[src/rtl/seq_pkg.sv]
// Shared definitions for the ALU instruction sequencer: opcodes, IR field offsets,
// FSM state encoding and opcode classes.
package seq_pkg;

    localparam logic [4:0] OP_LD   = 5'b00000;
    localparam logic [4:0] OP_LDI  = 5'b00001;
    localparam logic [4:0] OP_ST   = 5'b00010;
    localparam logic [4:0] OP_ADD  = 5'b00011;
    localparam logic [4:0] OP_SUB  = 5'b00100;
    localparam logic [4:0] OP_AND  = 5'b00101;
    localparam logic [4:0] OP_OR   = 5'b00110;
    localparam logic [4:0] OP_SHR  = 5'b00111;
    localparam logic [4:0] OP_SHRA = 5'b01000;
    localparam logic [4:0] OP_SHL  = 5'b01001;
    localparam logic [4:0] OP_ROR  = 5'b01010;
    localparam logic [4:0] OP_ROL  = 5'b01011;
    localparam logic [4:0] OP_ADDI = 5'b01100;
    localparam logic [4:0] OP_MUL  = 5'b01111;
    localparam logic [4:0] OP_DIV  = 5'b10000;
    localparam logic [4:0] OP_NEG  = 5'b10001;
    localparam logic [4:0] OP_NOT  = 5'b10010;
    localparam logic [4:0] OP_BR   = 5'b10011;
    localparam logic [4:0] OP_NOP  = 5'b11111;

    localparam int OP_MSB = 31;
    localparam int OP_LSB = 27;
    localparam int RA_MSB = 26;
    localparam int RA_LSB = 23;
    localparam int RB_MSB = 22;
    localparam int RB_LSB = 19;
    localparam int RC_MSB = 18;
    localparam int RC_LSB = 15;
    localparam int C_MSB  = 18;
    localparam int C_LSB  = 0;

    typedef enum logic [3:0] {
        S_IDLE,
        S_DECODE,
        S_OPERAND,
        S_EXEC,
        S_WB_LO,
        S_WB_HI,
        S_MEM,
        S_DONE,
        S_TRAP
    } state_e;

    typedef enum logic [2:0] {
        CLS_RTYPE,
        CLS_IMM,
        CLS_MULDIV,
        CLS_BRANCH,
        CLS_LOAD,
        CLS_STORE,
        CLS_ILLEGAL
    } op_class_e;

    function automatic logic [31:0] sext_c(input logic [18:0] c);
        return {{13{c[18]}}, c};
    endfunction

endpackage

[src/rtl/seq_decode.sv]
// Combinational opcode classifier: maps the 5-bit IR opcode onto the sequencing
// class that selects the FSM path.
module seq_decode
    import seq_pkg::*;
(
    input  logic [4:0] op,
    output op_class_e  cls
);

    always_comb begin
        cls = CLS_ILLEGAL;
        case (op)
            OP_ADD, OP_SUB, OP_AND, OP_OR, OP_SHR, OP_SHRA,
            OP_SHL, OP_ROR, OP_ROL, OP_NEG, OP_NOT: cls = CLS_RTYPE;
            OP_LDI, OP_ADDI:                        cls = CLS_IMM;
            OP_MUL, OP_DIV:                         cls = CLS_MULDIV;
            OP_BR:                                  cls = CLS_BRANCH;
            OP_LD:                                  cls = CLS_LOAD;
            OP_ST:                                  cls = CLS_STORE;
            default:                                cls = CLS_ILLEGAL;
        endcase
    end

endmodule

[src/rtl/alu_sequencer.sv]
// Multi-cycle instruction sequencer driving register file, ALU and memory strobes.
// Optional macro ILLEGAL_TRAP_EN: illegal ops and memory timeouts lock the FSM in TRAP.
module alu_sequencer
    import seq_pkg::*;
#(
    parameter int MEM_TIMEOUT = 255
)
(
    input  logic        clock,
    input  logic        reset,
    input  logic        start,
    input  logic [31:0] ir,
    input  logic        conFlag,
    input  logic        memAck,
    output logic        busy,
    output logic        done,
    output logic        error,
    output logic [4:0]  aluOp,
    output logic        aluFlag,
    output logic [3:0]  rdAddrA,
    output logic [3:0]  rdAddrB,
    output logic        immSel,
    output logic [31:0] immOut,
    output logic        yLatch,
    output logic        zLatch,
    output logic [3:0]  wrAddr,
    output logic        regWrite,
    output logic        wbSel,
    output logic        hiWrite,
    output logic        loWrite,
    output logic        pcLoad,
    output logic        memRead,
    output logic        memWrite
);

    localparam logic [7:0] TMO_LAST = 8'(MEM_TIMEOUT - 1);

`ifdef ILLEGAL_TRAP_EN
    localparam state_e FAULT_STATE = S_TRAP;
`else
    localparam state_e FAULT_STATE = S_DONE;
`endif

    state_e     state;
    state_e     state_next;
    logic [31:0] ir_q;
    logic [7:0] mem_cnt;
    logic       flag_q;
    op_class_e  cls;
    logic [4:0] op;
    logic [3:0] ra;
    logic [3:0] rb;
    logic [3:0] rc;
    logic [3:0] port_b;
    logic       imm_operand;
    logic       mem_timeout;

    assign op = ir_q[OP_MSB:OP_LSB];
    assign ra = ir_q[RA_MSB:RA_LSB];
    assign rb = ir_q[RB_MSB:RB_LSB];
    assign rc = ir_q[RC_MSB:RC_LSB];
    assign immOut = sext_c(ir_q[C_MSB:C_LSB]);

    seq_decode u_decode (
        .op  (op),
        .cls (cls)
    );

    // Stores read Ra on port B so the memory data path sees the source register.
    assign port_b      = (cls == CLS_STORE) ? ra : rc;
    assign imm_operand = cls inside {CLS_IMM, CLS_BRANCH, CLS_LOAD, CLS_STORE};
    assign mem_timeout = (state == S_MEM) && !memAck && (mem_cnt == TMO_LAST);

    always_ff @(posedge clock or posedge reset) begin
        if (reset) begin
            state   <= S_IDLE;
            ir_q    <= '0;
            mem_cnt <= '0;
            flag_q  <= 1'b0;
        end else begin
            state <= state_next;
            if (state == S_IDLE && start)
                ir_q <= ir;
            if (state == S_MEM)
                mem_cnt <= mem_cnt + 8'd1;
            else
                mem_cnt <= '0;
            // Captured on the edge into EXEC so aluFlag is stable for the whole EXEC cycle.
            if (state == S_OPERAND)
                flag_q <= conFlag;
        end
    end

`ifdef ILLEGAL_TRAP_EN
    assign error = (state == S_TRAP);
`else
    logic err_q;

    // Remembers why DONE was entered so error pulses together with done.
    always_ff @(posedge clock or posedge reset) begin
        if (reset)
            err_q <= 1'b0;
        else
            err_q <= ((state == S_DECODE) && (cls == CLS_ILLEGAL)) || mem_timeout;
    end

    assign error = (state == S_DONE) && err_q;
`endif

    always_comb begin
        state_next = state;
        busy       = (state != S_IDLE);
        done       = 1'b0;
        aluOp      = OP_NOP;
        aluFlag    = 1'b0;
        rdAddrA    = 4'd0;
        rdAddrB    = 4'd0;
        immSel     = 1'b0;
        yLatch     = 1'b0;
        zLatch     = 1'b0;
        wrAddr     = 4'd0;
        regWrite   = 1'b0;
        wbSel      = 1'b0;
        hiWrite    = 1'b0;
        loWrite    = 1'b0;
        pcLoad     = 1'b0;
        memRead    = 1'b0;
        memWrite   = 1'b0;
        case (state)
            S_IDLE: begin
                if (start)
                    state_next = S_DECODE;
            end
            S_DECODE: begin
                rdAddrA    = rb;
                rdAddrB    = port_b;
                state_next = (cls == CLS_ILLEGAL) ? FAULT_STATE : S_OPERAND;
            end
            S_OPERAND: begin
                rdAddrA    = rb;
                rdAddrB    = port_b;
                yLatch     = 1'b1;
                state_next = S_EXEC;
            end
            S_EXEC: begin
                rdAddrA    = rb;
                rdAddrB    = port_b;
                aluOp      = op;
                immSel     = imm_operand;
                zLatch     = 1'b1;
                aluFlag    = (cls == CLS_BRANCH) && flag_q;
                state_next = (cls == CLS_LOAD || cls == CLS_STORE) ? S_MEM : S_WB_LO;
            end
            S_WB_LO: begin
                state_next = S_DONE;
                case (cls)
                    CLS_MULDIV: begin
                        loWrite    = 1'b1;
                        state_next = S_WB_HI;
                    end
                    CLS_BRANCH: pcLoad = 1'b1;
                    default: begin
                        regWrite = 1'b1;
                        wrAddr   = ra;
                        wbSel    = (cls == CLS_LOAD);
                    end
                endcase
            end
            S_WB_HI: begin
                hiWrite    = 1'b1;
                state_next = S_DONE;
            end
            S_MEM: begin
                rdAddrA  = rb;
                rdAddrB  = port_b;
                memRead  = (cls == CLS_LOAD);
                memWrite = (cls == CLS_STORE);
                if (memAck)
                    state_next = (cls == CLS_LOAD) ? S_WB_LO : S_DONE;
                else if (mem_timeout)
                    state_next = FAULT_STATE;
            end
            S_DONE: begin
                done       = 1'b1;
                state_next = S_IDLE;
            end
            S_TRAP: state_next = S_TRAP;
            default: state_next = S_IDLE;
        endcase
    end

endmodule
[config.mk]
export PLATFORM = sky130hd
export DESIGN_NAME = alu_sequencer
export DESIGN_NICKNAME = d
export VERILOG_FILES = /design/src/rtl/seq_pkg.sv /design/src/rtl/seq_decode.sv /design/src/rtl/alu_sequencer.sv
export SDC_FILE = /design/constraint.sdc
export NUM_CORES = 1
export LEC_CHECK = 0
export BUFFER_PORTS_ARGS = -buffer_cell sky130_fd_sc_hd__buf_2
export CAP_MARGIN = 20
export CELL_PAD_IN_SITES_DETAIL_PLACEMENT = 0
export CELL_PAD_IN_SITES_GLOBAL_PLACEMENT = 1
export CORE_MARGIN = 5
export CORE_UTILIZATION = 34
export DETAILED_ROUTE_END_ITERATION = 16
export PLACE_DENSITY_LB_ADDON = 0.08
export SYNTH_ARGS = -nofsm -noshare
export SYNTH_HDL_FRONTEND = slang
export SYNTH_HIERARCHICAL = 1
export SYNTH_SLANG_ARGS = --single-unit
export TNS_END_PERCENT = 10
[constraint.sdc]
create_clock -name clock -period 1.8 [get_ports clock]
set_input_delay 0.09 -clock clock [delete_from_list [all_inputs] [get_ports clock]]
set_output_delay 0.09 -clock clock [all_outputs]
set_load 0.05 [all_outputs]
==> results of run 1 <==
-- per-layer routing --
metal	part of all wire, %	up-vias	global-route usage (%)
li1	-	965	-
met2	48	60	20.9
met5	0	-	0
met4	1.1	0	3.57
met3	8.6	6	5.00
met1	42	950	18.1
-- cells in the mapped netlist, types with 3 or more instances --
cell / number
buf_2: 3
buf_6: 5
xor2_1: 5
nand2b_1: 10
buf_4: 33
nor2_1: 19
nand2_1: 6
mux2_2: 3
mux2i_1: 5
nand3_1: 5
inv_1: 6
and3_1: 7
dfrtp_1: 46
o21ai_0: 5
and2_1: 5
a21oi_1: 6
ha_1: 6
nor3_1: 5
mux2_4: 30
nand4_1: 3
-- stage by stage --
stage          setup slack, ns  hold slack, ns  TNS (ns)  cells
6_report                -0.403          0.0144     -4.49    432
5_1_grt                 -0.527         0.00361     -6.75    432
4_1_cts                 -0.416         0.00687     -5.83    430
3_5_place_dp            -0.203         0.00901     -2.19    421
3_3_place_gp            -0.165          0.0121     -1.75    421
2_1_floorplan           -0.187           0.186     -1.69    240
-- how the worst max path moves through the flow --
stage | end | slack (ns)
2_1_floorplan | rdAddrB[3] | -0.19
3_3_place_gp | rdAddrB[3] | -0.16
3_5_place_dp | rdAddrB[3] | -0.20
4_1_cts | rdAddrB[2] | -0.42
5_1_grt | rdAddrB[3] | -0.53
6_report | rdAddrB[3] | -0.40
-- layout make-up --
class                           count  share of cell area (%)
Multi-Input combinational cell    147                    39.6
Sequential cell                    46                    31.1
Timing Repair Buffer              124                    23.0
Tap cell                          102                    3.44
Clock buffer                        6                    1.95
Inverter                            6                   0.606
Clock inverter                      1                   0.202
-- registers in the layout, summed over array words and instances, names as in the netlist --
register,cells
mem_cnt,8
ir_q,32
err_q,1
state,4
flag_q,1
-- kinds of logic after synthesis --
logic type / count (synthesis)
AOI/OAI and AO/OA: 19
xor gates and xnor gates: 7
adders and majority gates: 6
buffers and inverters: 47
DFF: 46
muxes: 38
and+or+nand+nor: 77
-- worst max-delay path: stages, from the launching register on --
cell	delay (ns)
dfrtp_1	0.37
inv_2	0.07
ha_4	0.27
mux2i_1	0.07
o31ai_2	0.24
nand3b_1	0.13
buf_6	0.17
mux2i_4	0.19
nor2_4	0.12
buf_6	0.17
-- repair_timing --
action,CTS,global route
gates cloned,0,0
gates resized for setup,60,21
hold endpoints to repair,46,1
setup endpoints to repair,30,32
pin swaps,8,8
hold buffers,1,1
setup buffers,1,1
==> impl_metrics.tcl, run 1 <==
set metrics [dict create \
    pin_count 100 \
    post-dp-hpwl_um 4940 \
    synth.area.top_cells "dfrtp_1 (42%), mux2_4 (16%), buf_4 (9.0%)" \
    grt_max_degree 40 \
    synth_top_family_by_area "multiplexers" \
    synth-compound-area-share_pct 4.50 \
    hp-start "ir[0]" \
    fmax_mhz 454 \
    cts_made_buffers 5 \
    root_buffer "clkbuf_8" \
    grt_usage_pct 13.6 \
    die_w_um 100 \
    cts_tree "done" \
    yosysUniqueCellTypes 42 \
    portBuffers 99 \
    drc 0 \
    mostFrequentLayoutCell "buf_2" \
    synthAdderAreaFrac_pct 2.73 \
    fin_skew_ns 0.00736 \
    coreArea_um2 7810 \
    crit_required_ns 1.71 \
    antenna_found_initial 0 \
    grt_pass1_wl_um 10900 \
    synthMuxAreaShare_pct 19.4 \
    holdPathStages 2 \
    synth_edf_count 0 \
    mostFrequentLayoutCells "buf_2 (78), dfrtp_1 (42), mux2_4 (30)" \
    layout-drive-gt1-share_pct 63.0 \
    hold_end "ir_q[0]" \
    final_core_util_pct 47.6 \
    fin_nets 373 \
    ant_nets 0 \
    reg2reg_slack_ns -0.15 \
    wire_per_inst_um 15.1 \
    synth_ff_type "dfrtp_1" \
    synth-simple-area-share_pct 16.9 \
    n_fill_cell 755 \
    rows 32 \
    syn_avg_cell_area_um2 11.5 \
    path_max_fanout 5 \
    violations "negative setup slack" \
    regArea_um2 1160 \
    grt_overflow 0 \
    dieArea_um2 9990 \
    cts.sinks 46 \
    cap_viol_max_count 0 \
    via_per_inst 4.59 \
    path_class "reg2out" \
    slew-limit-headroom_pct 71.1 \
    netlist_area_um2 2750 \
    cp-start-kind "flip-flop" \
    die_y_um 100 \
    reg2regPathDepth 9 \
    r2r_end "state[0]" \
    first_pass_iters 3 \
    timing.rr.start "ir_q[27]" \
    synth_xor_area_share_pct 2.23 \
    syn_to_final_growth_pct 35.0 \
    netlist_instances 240 \
    ys_ff_latch 46 \
    finalInstanceArea_um2 3710 \
    syn-num-nets 283 \
    start_util_pct 35.2 \
    worstSkewPairLatency_ns 0.30 \
    cts.path.max_buffers 2 \
    rsz0062_at_grt "true" \
    slew_viol_final 0 \
    gp_congestion 0.796 \
    timing.final.crit_period_ns 2.20 \
    finalSetupViolCount 18 \
    antenna_cells 0 \
    endpoint_kind "primary output" \
    status "finished with violations" \
    drt-initial-drc-count 40 \
    route.vias.total 1981 \
    synth_top_cell_by_area "dfrtp_1" \
    dpl_cell_area_um2 3310 \
    worstPathArrival_ns 2.11 \
    cts_htree_levels 2 \
    yosysTopAreaCellShare_pct 41.8 \
    seq_area_frac_synth_pct 41.8 \
    multiInputGateArea_um2 1470 \
    fin_crit_sh_pct 122 \
    cp-startpoint "ir_q[27]" \
    setup_ws_ns -0.403 \
    hold_path_class "in2reg" \
    worstMarginPinSlew_ns 0.434 \
    grt_pass1_vias 2094 \
    yosysWarnings 6 \
    synthArstFlopShare_pct 100 \
    hold_violations 0 \
    clkSlewWorstSetupHoldPaths_ns 0.09 \
    wl_um 6530 \
]
Power of run 1 is not shown: default switching activity piles up to over one toggle a cycle in this logic, so the estimate is an artifact.
==> run 2, diff against run 1 <==
HOLD_SLACK_MARGIN = 0.02   (was unset)
RECOVER_POWER = 50   (was unset)
==> run 2 against run 1 <==
The flow still finishes with violations (negative setup slack). Flip-flop and latch count unchanged. Core utilization is 3.1 points higher. Final cell count increased by 6.7%. Critical path type unchanged.
==> impl_metrics.tcl, run 2 (synthesis gave the netlist of run 1 again) <==
set metrics [dict create \
    regArea_um2 1150 \
    start_util_pct 35.2 \
    multiInputGateArea_um2 1460 \
    fin_skew_ns 0.00819 \
    layout-drive-gt1-share_pct 52.1 \
    drc 0 \
    endpoint_kind "primary output" \
    dieArea_um2 9990 \
    portBuffers 99 \
    mostFrequentLayoutCell "buf_2" \
    top_register "ir_q" \
    grt_pass1_wl_um 11500 \
    violations "negative setup slack" \
    first_pass_iters 4 \
    hold_end "ir_q[22]" \
    reg_top3 "ir_q (32), mem_cnt (8), state (4)" \
    timing.rr.start "state[1]" \
    slew_viol_final 0 \
    pin_count 100 \
    crit_top_cell "buf_6" \
    final_cell_count_no_fill 461 \
    drt-initial-drc-count 52 \
    path_max_fanout 5 \
    worstPathArrival_ns 2.11 \
    cp-start-kind "flip-flop" \
    crit_required_ns 1.71 \
    holdPathStages 2 \
    clkSlewWorstSetupHoldPaths_ns 0.09 \
    dpl_worst_slack_ns -0.203 \
    grt_usage_pct 14.3 \
    die_w_um 100 \
    fin_nets 402 \
    cts_made_buffers 5 \
    cts_tree "done" \
    cap_viol_max_count 0 \
    setup_ws_ns -0.400 \
    path_class "reg2out" \
    cp_slowest_cell "dfrtp_1" \
    hold_path_class "in2reg" \
    route.vias.total 2108 \
    critPathBufInv 3 \
    dp_cells 421 \
    largest_reg_flops 32 \
    hp-start "ir[22]" \
    mostFrequentLayoutCells "buf_2 (61), dfrtp_1 (43), dlygate4sd3_1 (31)" \
    finalSetupViolCount 18 \
    cts.sinks 46 \
    coreArea_um2 7810 \
    finalInstanceArea_um2 3950 \
    dpl_cell_area_um2 3310 \
    cts.path.max_buffers 2 \
    fin_crit_sh_pct 122 \
    timing.final.crit_period_ns 2.20 \
    post-dp-hpwl_um 4940 \
    rows 32 \
    crit_chain "inv_2 -> ha_4 -> mux2i_1 -> o31ai_2 -> nand3b_1 -> buf_6 -> mux2i_4 -> nor2_4 -> buf_6" \
    status "finished with violations" \
    antenna_cells 0 \
    die_y_um 100 \
    reg2reg_slack_ns -0.16 \
    r2r_end "state[0]" \
    grt_max_degree 40 \
    ant_nets 0 \
    grt_overflow 0 \
    root_buffer "clkbuf_8" \
    hold_violations 0 \
    wire_per_inst_um 14.7 \
    worstMarginPinSlew_ns 0.618 \
    n_fill_cell 736 \
    worstSkewPairLatency_ns 0.30 \
    syn_to_final_growth_pct 43.7 \
    fmax_mhz 455 \
    cp_top_family "buffers and inverters" \
    cpPeakStageDelay_ns 0.37 \
    reg2regPathDepth 4 \
    cts_htree_levels 2 \
    via_per_inst 4.57 \
    antenna_found_initial 0 \
    gp_congestion 0.796 \
    wl_um 6790 \
    rsz0062_at_grt "true" \
    slew-limit-headroom_pct 59.0 \
    grt_pass1_vias 2237 \
]
## run 2: worst max path at each step
| stage | startpoint | end | slack, ns | cells past startpoint |
|---|---|---|---|---|
| 2_1_floorplan | ir_q[28] | rdAddrB[3] | -0.19 | 8 |
| 3_3_place_gp | ir_q[27] | rdAddrB[3] | -0.16 | 10 |
| 3_5_place_dp | ir_q[27] | rdAddrB[3] | -0.20 | 9 |
| 4_1_cts | ir_q[27] | rdAddrB[2] | -0.42 | 9 |
| 5_1_grt | ir_q[27] | rdAddrB[3] | -0.53 | 9 |
| 6_report | ir_q[27] | rdAddrB[3] | -0.40 | 9 |
## run 2: metal layers
layer	wire, µm	vias up	share of wire [%]	GRT usage [%]
met4	74	0	1.1	3.57
li1	-	1025	-	-
met5	0	-	0	0
met1	2860	1016	42	19.0
met3	485	7	7.1	4.24
met2	3370	60	50	22.8
## run 2: cell type report
class | instances | area share (%)
Sequential cell | 46 | 29.2
Inverter | 6 | 0.570
Timing Repair Buffer | 153 | 28.1
Multi-Input combinational cell | 147 | 36.8
Tap cell | 102 | 3.23
Clock buffer | 6 | 1.84
Clock inverter | 1 | 0.190
## run 2: what timing repair did
item / CTS / global route
gates resized for setup: 60 / 21
buffers inserted: 1 / 1
endpoints found under the setup margin: 30 / 32
hold buffers: 31 / 0
hold endpoints to repair: 76 / 0
pin swaps: 8 / 8
## run 2: worst register-to-register path: stages (launching register included)
cell and delay (ns):
dfrtp_1 0.57, nand2b_1 0.26, nand2b_1 0.47, a21o_1 0.29
a311oi_1 0.28
## run 2: through the flow
stage	hold WS [ns]	utilization (%)	setup TNS (ns)
5_1_grt	0.0254	50.6	-8.02
6_report	0.0333	50.6	-4.49
3_5_place_dp	0.00901	42.4	-2.19
3_3_place_gp	0.0121	42.4	-1.75
4_1_cts	0.0229	50.5	-5.83
2_1_floorplan	0.186	-	-1.69
Power of run 2 is left out for the same reason.
